==> config.mk <==
export PLATFORM = sky130hd
export DESIGN_NAME = hazard_ctrl
export DESIGN_NICKNAME = d
export VERILOG_FILES = /design/src/rtl/hazard_ctrl.sv
export SDC_FILE = /design/constraint.sdc
export NUM_CORES = 1
export LEC_CHECK = 0
export CAP_MARGIN = 10
export CELL_PAD_IN_SITES_DETAIL_PLACEMENT = 1
export CELL_PAD_IN_SITES_GLOBAL_PLACEMENT = 2
export CORE_ASPECT_RATIO = 0.75
export CORE_UTILIZATION = 26
export DETAILED_ROUTE_END_ITERATION = 8
export GPL_TIMING_DRIVEN = 0
export PLACE_DENSITY = 0.83
export SYNTH_ARGS = -nofsm -noshare
export SYNTH_HDL_FRONTEND = slang
export SYNTH_SLANG_ARGS = --single-unit
==> constraint.sdc <==
create_clock -name clk -period 2.8 [get_ports clk]
set_input_delay 0.42 -clock clk [delete_from_list [all_inputs] [get_ports clk]]
set_output_delay 0.42 -clock clk [all_outputs]
set_load 0.05 [all_outputs]
==> src/rtl/hazard_ctrl.sv <==
// Hazard, forwarding and MDU sequencing control
// for the 5-stage MIPS pipeline.
module hazard_ctrl #(
  parameter int unsigned MULT_CYCLES    = 4,
  parameter int unsigned DIV_CYCLES     = 32,
  parameter int unsigned CNT_W          = 6,
  parameter logic [31:0] STALL_CNT_INIT = '0
) (
  input  logic        clk,
  input  logic        reset,
  input  logic [4:0]  rs_D,
  input  logic [4:0]  rt_D,
  input  logic        uses_rt_D,
  input  logic        branch_D,
  input  logic        jump_D,
  input  logic        pcsrc_D,
  input  logic        mfhilo_D,
  input  logic        mdu_op_D,
  input  logic [4:0]  rs_E,
  input  logic [4:0]  rt_E,
  input  logic [4:0]  writereg_E,
  input  logic [4:0]  writereg_M,
  input  logic [4:0]  writereg_W,
  input  logic        regwrite_E,
  input  logic        regwrite_M,
  input  logic        regwrite_W,
  input  logic        memtoreg_E,
  input  logic        memtoreg_M,
  input  logic        mdu_start_E,
  input  logic        mdu_div_E,
  output logic        stall_F,
  output logic        stall_D,
  output logic        flush_D,
  output logic        flush_E,
  output logic        fwd_a_D,
  output logic        fwd_b_D,
  output logic [1:0]  fwd_a_E,
  output logic [1:0]  fwd_b_E,
  output logic        mdu_busy,
  output logic        hilo_we,
  output logic [31:0] stall_cnt
);

  localparam logic [CNT_W-1:0] MULT_N = CNT_W'(MULT_CYCLES);
  localparam logic [CNT_W-1:0] DIV_N  = CNT_W'(DIV_CYCLES);
  localparam logic [CNT_W-1:0] ONE    = CNT_W'(1);

  typedef enum logic {
    MDU_IDLE,
    MDU_BUSY
  } mdu_state_e;

  mdu_state_e       state_q;
  logic [CNT_W-1:0] cnt_q;
  logic             hilo_we_q;
  logic [31:0]      stall_cnt_q;

  logic lw_stall;
  logic br_stall;
  logic mdu_stall;
  logic stall;
  logic start_ok;

  function automatic logic hit(
    input logic [4:0] w,
    input logic [4:0] s
  );
    return (w != 5'd0) && (w == s);
  endfunction

  // Execute-stage operand select, M result beats W result
  always_comb begin
    fwd_a_E = 2'b00;
    fwd_b_E = 2'b00;
    if (regwrite_M && hit(writereg_M, rs_E))
      fwd_a_E = 2'b10;
    else if (regwrite_W && hit(writereg_W, rs_E))
      fwd_a_E = 2'b01;
    if (regwrite_M && hit(writereg_M, rt_E))
      fwd_b_E = 2'b10;
    else if (regwrite_W && hit(writereg_W, rt_E))
      fwd_b_E = 2'b01;
  end

  assign fwd_a_D = regwrite_M & hit(writereg_M, rs_D);
  assign fwd_b_D = regwrite_M & hit(writereg_M, rt_D);

  assign lw_stall = memtoreg_E & regwrite_E &
                    (hit(writereg_E, rs_D) |
                     (uses_rt_D & hit(writereg_E, rt_D)));

  assign br_stall = branch_D &
                    ((regwrite_E &
                      (hit(writereg_E, rs_D) |
                       hit(writereg_E, rt_D))) |
                     (memtoreg_M &
                      (hit(writereg_M, rs_D) |
                       hit(writereg_M, rt_D))));

  assign mdu_busy  = (cnt_q != '0);
  assign mdu_stall = (mfhilo_D | mdu_op_D) &
                     (mdu_busy | mdu_start_E);

  assign stall   = lw_stall | br_stall | mdu_stall;
  assign stall_F = stall;
  assign stall_D = stall;
  assign flush_E = stall;
  assign flush_D = (pcsrc_D | jump_D) & ~stall;

  // The bubble a start forces on its own HI/LO reader
  // in decode must not cancel that very start.
  assign start_ok = mdu_start_E & ~(lw_stall | br_stall);

  assign hilo_we   = hilo_we_q;
  assign stall_cnt = stall_cnt_q;

  // MDU busy sequencer: load latency, count down, pulse hilo_we
  always_ff @(posedge clk or negedge reset) begin
    if (!reset) begin
      state_q   <= MDU_IDLE;
      cnt_q     <= '0;
      hilo_we_q <= 1'b0;
    end else begin
      hilo_we_q <= 1'b0;
      unique case (state_q)
        MDU_IDLE: begin
          if (start_ok) begin
            cnt_q   <= mdu_div_E ? DIV_N : MULT_N;
            state_q <= MDU_BUSY;
          end
        end
        MDU_BUSY: begin
          cnt_q <= cnt_q - ONE;
          if (cnt_q == ONE) begin
            state_q   <= MDU_IDLE;
            hilo_we_q <= 1'b1;
          end
        end
        default: begin
          state_q <= MDU_IDLE;
          cnt_q   <= '0;
        end
      endcase
    end
  end

  // Saturating count of stalled decode cycles
  always_ff @(posedge clk or negedge reset) begin
    if (!reset)
      stall_cnt_q <= STALL_CNT_INIT;
    else if (stall && (stall_cnt_q != '1))
      stall_cnt_q <= stall_cnt_q + 32'd1;
  end

endmodule

==> metrics.md <==
| Metric | Value |
|---|---|
| Outcome | complete, no violations |
| Fin crit period | 2.68 ns |
| First drt pass iteration count | 4 |
| Die area | 10,200 um2 |
| Area Growth Syn to Fin | 48.7% |
| Final setup vio count | 0 |
| Die height | 87.7 um |
| Crit Path Max Fanout | 5 |
| Syn_nets | 316 |
| DRC Markers | 0 |
| Yosys cell types | 40 |
| Place WS | -0.914 ns |
| Max incr delay on CP | 0.47 ns |
| Worst skew pair latency | 0.28 ns |
| Average cell area after synthesis | 9.68 um2 |
| I/O Buffers | 88 |
| Post-DR wirelength/cell | 16.1 um |
| Post-route clock period utilization | 0.956 |
| Critical path depth | 8 |
| CTS buffer count | 5 |
| Number of flops mapped to enable cells by yosys | 0 |
| DRT iter0 DRCs | 45 |
| Lkg Pwr | 1.58 nW |
| Final Power | 2.17 mW |
| RR Startpoint | stall_cnt[7] |
| Placer congestion estimate | 0.790 |
| Async SR Flop Fraction | 1.00 |
| WS Path Type | in2out |
| Largest net degree at the start of global routing | 31 |
| Share of layout cells above drive strength 1 | 0.114 |
| VDD IR max | 409 uV |
| CTS Root Cell | clkbuf_16 |
| Top delay family on crit path | buffers and inverters |
| Worst EP arrival | 2.26 ns |
| Worst setup margin | 0.123 ns |
| Clk_skew | 0.00532 ns |
| First-pass GRT wire length | 13,100 um |
| Max Cap Viol | 0 |
| NumNets Final | 415 |
| Crit path required time | 2.38 ns |
| Sink Count | 40 |
| Worst reg2reg setup slack | 0.45 ns |
| Master of the slowest instance on the critical path | clkdlybuf4s50_1 |
| Core area | 9270 um2 |
| CP bufs+invs | 3 |
| Min-delay worst type | in2async |
| Fin cells | 488 |
| Initial antenna violation count | 0 |
| CTS tree | done |
| Setup TNS | 0 ns |
| Diodes inserted | 0 |
| Final wirelength | 7860 um |
| Post-DR vias/cell | 4.70 |
| FILL cells | 1,076 |
| Critical-path cell list | clkdlybuf4s50_1 > or4_4 > o21ai_4 > a211oi_2 > o22ai_4 > nand2_4 > buf_4 > buf_4 |
| Initial core utilization | 0.275 |
| F_max | 374 MHz |
| Via count | 2,295 |
| Slew @ Worst Pin | 0.537 ns |
| CP endpoint kind | output pin |
| # IOs | 94 |
| Clk pin slew, worst setup/hold paths | 0.05 ns |
| Dpl cells | 480 |
| Hold Vio Cnt, Final | 0 |
| Cell area power density | 573 nW/um2 |
| Fin area | 3790 um2 |
| Seq cells post-synth | 40 |
| Area after DPL | 3630 um2 |
| Max Root-Sink Buffers | 2 |
| Post-Syn Area | 2550 um2 |
| Slew Viols, Final | 0 |
| ANT nets after route | 0 |
| Startpoint Class | input port |
| Most common flop cell mapped by yosys | dfrtp_1 |
| Die width | 116 um |
| Cell Rows | 30 |
| Vias in the first global route | 2,359 |
| Mapped Cells | 263 |
| Sequential area share after synthesis | 0.393 |
| H-Tree Depth | 2 |
| Grt ovf | 0 |
| Worst r2r path cells | 8 |
| Slew headroom | 0.641 |
| Dpl hpwl | 6280 um |
| CP dominant cell by count | buf_4 |
| GRT Total Usage | 0.169 |
| Crit Reg-Reg Endpoint | stall_cnt[28] |
| Yosys warning count | 0 |
| RSZ-0062 raised after global routing | no |
[per-layer routing]
metal	GRT usage	share of wire	vias to the layer above
li1	-	-	1106
met1	0.246	0.49	1141
met2	0.266	0.47	41
met3	0.0270	0.034	7
met4	0.0256	0.0083	0
met5	0	0	-
[layout make-up]
class,instances,area (um2),area share
plain buffers,12,71.3,0.0188
inverters,6,22.5,0.00595
well taps,128,160,0.0423
multi-input cells,205,1510,0.398
clock buffers,5,125,0.0330
repair buffers,92,900,0.238
flip-flops and latches,40,1000,0.264
[metrics by stage]
stage,utilization,hold WS (ns)
6_report,0.408,0.0117
3_3_place_gp,0.390,0.481
3_5_place_dp,0.391,0.314
5_1_grt,0.408,0.0185
2_1_floorplan,-,0.124
4_1_cts,0.408,0.0180
[Yosys cell counts (2+ instances only)]
master | number | share of area
a21oi_1 | 3 | 0.0059
and3_1 | 9 | 0.022
and4_1 | 5 | 0.017
buf_2 | 3 | 0.0059
buf_4 | 2 | 0.0059
buf_6 | 2 | 0.0088
clkbuf_1 | 4 | 0.0059
dfrtp_1 | 40 | 0.39
ha_1 | 3 | 0.015
inv_1 | 6 | 0.0088
mux2_2 | 2 | 0.0088
mux2i_1 | 3 | 0.012
nand2_1 | 21 | 0.031
nand3_1 | 23 | 0.045
nand4_1 | 13 | 0.032
nand4b_1 | 2 | 0.0069
nor2_1 | 16 | 0.024
nor3_1 | 6 | 0.012
nor4_1 | 5 | 0.012
o21ai_0 | 2 | 0.0039
or4_1 | 4 | 0.012
xnor2_1 | 40 | 0.14
xor2_1 | 32 | 0.11
[kinds of logic after synthesis]
logic type      after synthesis  share of synthesized area
simple gates                111                      0.237
mux                           6                     0.0251
flops                        40                      0.393
buf+inv                      18                     0.0368
compound gates               13                     0.0452
xor+xnor                     72                      0.248
fa+ha+maj                     3                     0.0147
[cell usage in the layout (no fill, tap or decap), types with 2 or more instances in the layout]
master	instances
a21oi_1	3
and3_1	9
and4_1	5
buf_2	7
buf_4	8
buf_6	2
clkbuf_1	4
clkbuf_16	5
clkdlybuf4s50_1	72
dfrtp_1	40
dlygate4sd2_1	5
dlymetal6s2s_1	4
ha_1	3
inv_1	6
mux2_2	2
mux2i_1	3
nand2_1	21
nand3_1	23
nand4_1	13
nand4b_1	2
nor2_1	15
nor3_1	6
nor4_2	4
o21ai_0	2
or4_1	3
xnor2_1	40
xor2_1	32
[worst max path at each step]
stage / from / endpoint / slack, ns
5_1_grt: writereg_E[3] / stall_F / 0.002
6_report: writereg_E[3] / stall_F / 0.12
3_3_place_gp: writereg_E[0] / flush_D / -0.85
4_1_cts: rs_D[1] / fwd_a_D / 0.02
3_5_place_dp: writereg_E[0] / flush_D / -0.91
2_1_floorplan: writereg_M[3] / fwd_a_E[0] / 0.04
[registers in the layout (all words and copies together), names as in the netlist]
| register | count |
|---|---|
| state_q | 1 |
| hilo_we | 1 |
| cnt_q | 6 |
| stall_cnt | 32 |
[what timing repair did]
action | in CTS | in global routing
endpoints found under the hold margin | 0 | 0
resized for setup | 41 | 8
pin swaps | 2 | 3
endpoints found under the setup margin | 9 | 25
buffers inserted | 2 | 1
hold buffers | 0 | 0
[power breakdown]
part           leakage (nW)  total (mW)  internal, mW  switching, mW
clock                0.0616       0.529         0.315          0.213
sequential            0.525       0.800         0.683          0.118
combinational         0.989       0.839         0.359          0.481
(Power assumes the default switching activity.)
